**config.mk**
```make
export PLATFORM = sky130hd
export DESIGN_NAME = key_pulse_gen_flat
export DESIGN_NICKNAME = d
export VERILOG_FILES = /design/src/rtl/key_pulse_gen_if.sv /design/src/rtl/key_pulse_gen.sv /design/src/flat_wrapper.sv
export SDC_FILE = /design/constraint.sdc
export NUM_CORES = 1
export LEC_CHECK = 0
export ABC_AREA = 1
export CAP_MARGIN = 5
export CORE_UTILIZATION = 40
export CTS_BUF_LIST = sky130_fd_sc_hd__clkbuf_4 sky130_fd_sc_hd__clkbuf_8 sky130_fd_sc_hd__clkbuf_16
export CTS_CLUSTER_DIAMETER = 60
export CTS_CLUSTER_SIZE = 28
export DETAILED_ROUTE_END_ITERATION = 7
export PLACE_DENSITY = 0.6
export SLEW_MARGIN = 20
export SYNTH_ARGS = -nofsm -noshare
export SYNTH_HDL_FRONTEND = slang
export SYNTH_SLANG_ARGS = --single-unit
```
**constraint.sdc**
```tcl
create_clock -name clk -period 3.9 [get_ports clk]
set_input_delay 0.78 -clock clk [delete_from_list [all_inputs] [get_ports clk]]
set_output_delay 0.78 -clock clk [all_outputs]
set_load 0.01 [all_outputs]
```
**src/rtl/key_pulse_gen_if.sv**
```systemverilog
// key_pulse_gen_if: raw key inputs and conditioned key outputs of key_pulse_gen.
interface key_pulse_gen_if #(
  parameter int N_KEYS = 3
);
  logic [N_KEYS-1:0] key_in;
  logic [N_KEYS-1:0] key_level;
  logic [N_KEYS-1:0] key_pulse;
  logic [N_KEYS-1:0] key_repeating;
  modport master (output key_in, input key_level, key_pulse, key_repeating);
  modport slave (input key_in, output key_level, key_pulse, key_repeating);
endinterface

```
**src/rtl/key_pulse_gen.sv**
```systemverilog
// key_pulse_gen: per-key synchronizer, debouncer and one-shot set strobes.
// Define KEY_PULSE_AUTOREPEAT_EN to add hold-to-auto-repeat (DELAY/REPEAT states).
module key_pulse_gen #(
  parameter int N_KEYS           = 3,
  parameter int DEBOUNCE_CYC     = 1000000,
  parameter int REPEAT_DELAY_CYC = 25000000,
  parameter int REPEAT_RATE_CYC  = 5000000
) (
  input logic            clk,
  input logic            reset,
  key_pulse_gen_if.slave bus
);
  localparam int DW = $clog2(DEBOUNCE_CYC);
`ifdef KEY_PULSE_AUTOREPEAT_EN
  localparam int HW = $clog2(REPEAT_DELAY_CYC > REPEAT_RATE_CYC ? REPEAT_DELAY_CYC : REPEAT_RATE_CYC);
  typedef enum logic [1:0] {IDLE, DELAY, REPEAT} state_t;
`else
  typedef enum logic {IDLE, HELD} state_t;
`endif
  logic [N_KEYS-1:0] level, pulse, repeating;
  if (DEBOUNCE_CYC < 2 || REPEAT_DELAY_CYC < 2 || REPEAT_RATE_CYC < 2) begin : g_bad_params
    $error("key_pulse_gen: all cycle parameters must be >= 2");
  end
  for (genvar k = 0; k < N_KEYS; k++) begin : g_key
    logic [1:0]    sync;
    logic [DW-1:0] db_cnt;
    logic          lvl, lvl_q, pulse_q, rep_q;
    state_t        state;
`ifdef KEY_PULSE_AUTOREPEAT_EN
    logic [HW-1:0] hold_cnt;
`endif
    // lvl is the raw debounced state; lvl_q and the FSM outputs trail it by one
    // register so key_level and the first key_pulse rise on the same edge.
    always_ff @(posedge clk or negedge reset) begin
      if (!reset) begin
        sync    <= '0;
        db_cnt  <= '0;
        lvl     <= 1'b0;
        lvl_q   <= 1'b0;
        pulse_q <= 1'b0;
        rep_q   <= 1'b0;
        state   <= IDLE;
`ifdef KEY_PULSE_AUTOREPEAT_EN
        hold_cnt <= '0;
`endif
      end else begin
        sync    <= {sync[0], bus.key_in[k]};
        lvl_q   <= lvl;
        pulse_q <= 1'b0;
        if (sync[1] == lvl) db_cnt <= '0;
        else if (db_cnt == DW'(DEBOUNCE_CYC - 1)) begin
          lvl    <= ~lvl;
          db_cnt <= '0;
        end else db_cnt <= db_cnt + 1'b1;
`ifdef KEY_PULSE_AUTOREPEAT_EN
        if (!lvl) begin
          state    <= IDLE;
          hold_cnt <= '0;
          rep_q    <= 1'b0;
        end else if (state == IDLE) begin
          pulse_q  <= 1'b1;
          hold_cnt <= '0;
          state    <= DELAY;
        end else if (hold_cnt == HW'((state == DELAY ? REPEAT_DELAY_CYC : REPEAT_RATE_CYC) - 1)) begin
          pulse_q  <= 1'b1;
          hold_cnt <= '0;
          state    <= REPEAT;
          rep_q    <= 1'b1;
        end else hold_cnt <= hold_cnt + 1'b1;
`else
        rep_q <= 1'b0;
        if (!lvl) state <= IDLE;
        else if (state == IDLE) begin
          pulse_q <= 1'b1;
          state   <= HELD;
        end
`endif
      end
    end
    assign level[k]     = lvl_q;
    assign pulse[k]     = pulse_q;
    assign repeating[k] = rep_q;
  end
  assign bus.key_level     = level;
  assign bus.key_pulse     = pulse;
  assign bus.key_repeating = repeating;
endmodule

```
**src/flat_wrapper.sv**
```systemverilog
// flat-port wrapper written by rule: the top's interface ports become plain ports
module key_pulse_gen_flat 
#(
  parameter int N_KEYS           = 3,
  parameter int DEBOUNCE_CYC     = 1000000,
  parameter int REPEAT_DELAY_CYC = 25000000,
  parameter int REPEAT_RATE_CYC  = 5000000
)
  (clk, reset, bus_key_in, bus_key_level, bus_key_pulse, bus_key_repeating);
  key_pulse_gen_if #(.N_KEYS(N_KEYS)) bus_i ();
  input logic clk;
  input logic reset;
  input wire logic [$bits(bus_i.key_in)-1:0] bus_key_in;
  output wire logic [$bits(bus_i.key_level)-1:0] bus_key_level;
  output wire logic [$bits(bus_i.key_pulse)-1:0] bus_key_pulse;
  output wire logic [$bits(bus_i.key_repeating)-1:0] bus_key_repeating;
  assign bus_i.key_in = bus_key_in;
  assign bus_key_level = bus_i.key_level;
  assign bus_key_pulse = bus_i.key_pulse;
  assign bus_key_repeating = bus_i.key_repeating;
  key_pulse_gen #(.N_KEYS(N_KEYS), .DEBOUNCE_CYC(DEBOUNCE_CYC), .REPEAT_DELAY_CYC(REPEAT_DELAY_CYC), .REPEAT_RATE_CYC(REPEAT_RATE_CYC)) u_core (.clk(clk), .reset(reset), .bus(bus_i));
endmodule
```
Word-level counts from Yosys, hierarchy flattened --
Cells that the tools add are included.
Cells by class: add/subtract/negate cells 3, equal/unequal tests 6, multiplexer cells 15, bitwise gates (word level) 6, reductions and logical operators 3
Operators by type and width (number):
- two-way mux 20 bit | 6
- adder 20 x 1 -> 20 bit (second input constant) | 3
- equality test 20 bit (second input constant) | 3
- two-way mux 1 bit | 9
- inverter 1 bit | 6
- AND reduction 2 bit | 3
- equality test 1 bit | 3
Word-level totals: register bits 78, input bits 5, output and inout port bits 9, logic and storage cells 51

Longest topological paths before layout --
depth after elaboration 3, gate-level depth with buffers 9, depth with buffers taken out 9

Least setup slack after synthesis --
OpenSTA, ideal clock, no wires.
path kind reg-to-reg, from reg u_core.g_key[0].db_cnt[0], to reg u_core.g_key[0].db_cnt[5], library setup time 0.119 ns, arrival 1.186 ns, required time 3.781 ns, slack 2.596 ns, cell stages (with the launch flop) 9, buffers on the path 0, period minus slack after synthesis 1.304 ns, cells stage by stage dfrtp_1 ha_1 nand2_1 nor2_4 nand2_1 nor2_2 nand2_2 nand2_2 nor2_1
On the way: cells in the longest elaborated chain, start to end 3, elaborated cells on any way between the ends 4, those cells by class add/sub (1); eq/ne (1); mux (2)
RTL lines:
- from (decl) | line key_pulse_gen.sv:26 | logic [DW-1:0] db_cnt;
- from (signal assigned) | line key_pulse_gen.sv:54 | end else db_cnt <= db_cnt + 1'b1;
- adder 20 x 1 -> 20 bit / equality test 20 bit (equally long branches) | line key_pulse_gen.sv:54, key_pulse_gen.sv:51
- two-way mux 20 bit * | line key_pulse_gen.sv:51 | else if (db_cnt == DW'(DEBOUNCE_CYC - 1)) begin
- two-way mux 20 bit * | line key_pulse_gen.sv:50 | if (sync[1] == lvl) db_cnt <= '0;
Every way passes the cells marked *; elsewhere a longest branch is shown, timed or not. A chain may end at the register's enable or synchronous reset.

Worst setup path after layout --
from reg u_core.g_key[1].lvl_q, to out bus_key_level[1]
RTL lines:
- from (decl) | line key_pulse_gen.sv:27 | logic lvl, lvl_q, pulse_q, rep_q;
- from (signal assigned) | line key_pulse_gen.sv:48 | lvl_q <= lvl;
- to (decl) | line flat_wrapper.sv:14 | output wire logic [$bits(bus_i.key_level)-1:0] bus_key_level;
No word-level cell between the ends.

==> summary.txt <==
Post-synth EDFFs - 0
Dpl hpwl - 5130 microns
Final hold vios - 0
Worst r2r src - u_core.g_key[0].db_cnt[0]
Sequential fraction of the synthesis area - 0.471
Post-Syn Instances - 485
Starting Density - 0.409
Post-detailed-route count of antenna-violating nets - 0
Share of cells above drive strength 1 - 0.127
Post-layout min period - 2010 ps
Multi-input gate area - 1840 sq um
Latest clock arrival within the worst-skew pair - 350 ps
Ys flop type - dfrtp_1
FP Rows - 36
# DRC - 0
Fillers - 986
Vias in the first global route - 2882
TritonRoute pass-1 iters - 4
Seq cells post-synth - 75
Pwr dens - 333 nW/um^2
Gp weighted congestion - 0.856
Initial antenna violation count - 0
YS warnings - 0
Layout Skew - 7.23 ps
Worst Setup Slack, final - 1890 ps
Crit-path slowest cell - clkdlybuf4s50_1
Worst setup path category - reg2out
Crit-path max cell delay - 540 ps
Most common cell in the netlist - nor2_1
Dpl cells - 620
Htree depth - 3
Post-CTS setup buffers - 0
Largest area contributor in the netlist - dfrtp_1
# diodes - 0
Die W - 102 microns
DR vias - 2956
Final setup fails - 0
Peak supply drop - 0.117 mV
Crit-path leading delay family - buffers and inverters
Slew HR - 0.371
Worst Hold Launch - u_core.g_key[0].sync[0]
Status - finished clean
CP Launch Type - flop
Buf/Inv on CP - 1
RSZ-0062 raised after global routing - false
Post-synth cell types - 31
Leading post-synthesis cells by cell area - dfrtp_1, nor2_1, nand2_1
Critical Path Start - u_core.g_key[1].lvl_q
Async S/R FF share, synth - 1.00
Register Area - 1880 sq um
Slew at the pin with the worst max-slew slack - 943 ps
Pre-CTS WS - 2250 ps
Max Cap Viol - 0
Crit path cell chain - clkdlybuf4s50_1
Nets@finish - 506
PortBufs - 10
Die Y-Extent - 102 microns
Finished Layout Cells - 635
Critical path peak fanout - 2
Pin count of the biggest net entering global routing - 76
Worst EP arrival - 1230 ps
Worst-path clk slew - 70 ps
Drt wl/cell - 11.4 microns
Post-cts resize count - 0
Fmax - 498 MHz
Clock buffer depth - 2
Root Driver - clkbuf_8
Die area - 10400 sq um
Drt via density - 4.66
Synthesized area per cell - 8.21 sq um
Total grt overflow - 0
Number of I/O pins - 14
Static Leak - 0.00192 uW
P&R area growth vs syn - 10.1%
Max Slew Vio Count - 0
Top cells by count, synth - nor2_1, nand2_1, dfrtp_1, inv_1, nand3_1
CP required - 3120 ps
Worst Setup End Kind - primary output
Hold crit path type - reg2reg
Synth top area share - 0.471
GR Util All Layers - 0.163
1st-iter DRT viols - 150
Setup TNS - 0 ps
Global-route wire length before repair - 13100 microns
Area of the core - 9730 sq um
Netlist Area Pre-Place - 3980 sq um
Hold-fix buffers, CTS - 0
Routed WL - 7210 microns
TritonCTS clock tree - yes
Period utilization - 0.515
Clock sink count - 75
TritonCTS Buffers - 9
==> layout by cell type, fill, tap and decap left out, types with 2 or more instances in the layout <==
master / instances
nor2_1: 114
nand2_1: 76
dfrtp_1: 75
inv_1: 50
nand3_1: 46
xor2_1: 20
nand2_2: 12
clkbuf_8: 11
nor2_2: 9
nor2_4: 9
nor3_1: 9
xnor2_1: 9
clkdlybuf4s50_1: 9
a21oi_1: 7
nand4_1: 6
nand3_2: 5
inv_2: 4
xor2_2: 3
o21ai_1: 3
nor3b_2: 3
ha_1: 3
conb_1: 3
and2_1: 2
o21a_1: 2
clkbuf_4: 2
==> metrics by stage <==
step / hold WS [ps] / utilization / total power (uW) / instance area (sq um)
detailed placement: 338 / 0.430 / 865 / 4180
global route: 365 / 0.451 / 1530 / 4380
floorplan: 331 / - / 840 / 3990
CTS: 362 / 0.451 / 1490 / 4380
global placement: 334 / 0.430 / 863 / 4180
finish: 356 / 0.451 / 1460 / 4380
==> sequential cells by signal, summed over array words and instances, names as in the netlist <==
register and cells:
u_core.g_key.db_cnt 60, u_core.g_key.lvl 3, u_core.g_key.lvl_q 3, u_core.g_key.pulse_q 3
u_core.g_key.sync 6
==> per-layer routing <==
metal / share of wire / up-vias / GRT usage
li1: - / 1527 / -
met1: 0.49 / 1389 / 0.212
met2: 0.46 / 30 / 0.261
met3: 0.033 / 10 / 0.0518
met4: 0.013 / 0 / 0.0468
met5: 0 / - / 0
==> layout make-up <==
type	instances	share of cell area
tap	133	0.0380
multi-input combinational	348	0.420
clock inverter	2	0.00799
timing repair buffer	10	0.0223
inverter	54	0.0462
clock buffer	13	0.0380
sequential	75	0.428
==> final timing paths <==
kind,to,slack [ps],depth (start not counted)
worst max register to register,u_core.g_key[0].db_cnt[9],2380,8
max in group asynchronous,u_core.g_key[0].lvl_q,2720,1
worst max-delay path,bus_key_level[1],1890,1
min in group asynchronous,u_core.g_key[2].db_cnt[16],570,1
worst min-delay path,u_core.g_key[0].sync[1],360,0
worst min register to register,u_core.g_key[0].sync[1],360,0
==> report_power, final <==
group          internal (uW)  switching [uW]
sequential               788            7.66
clock                    341             271
combinational           14.2            37.6
==> logic make-up after synthesis <==
kind of cell	Yosys count	share of synthesized area
fa+ha+maj	3	0.00942
buf+inv	64	0.0691
flops	75	0.471
xor+xnor	32	0.0760
compound gates	14	0.0195
other cells	1	0.000941
simple gates	296	0.354
No activity file was read; power rests on OpenSTA's default activity.
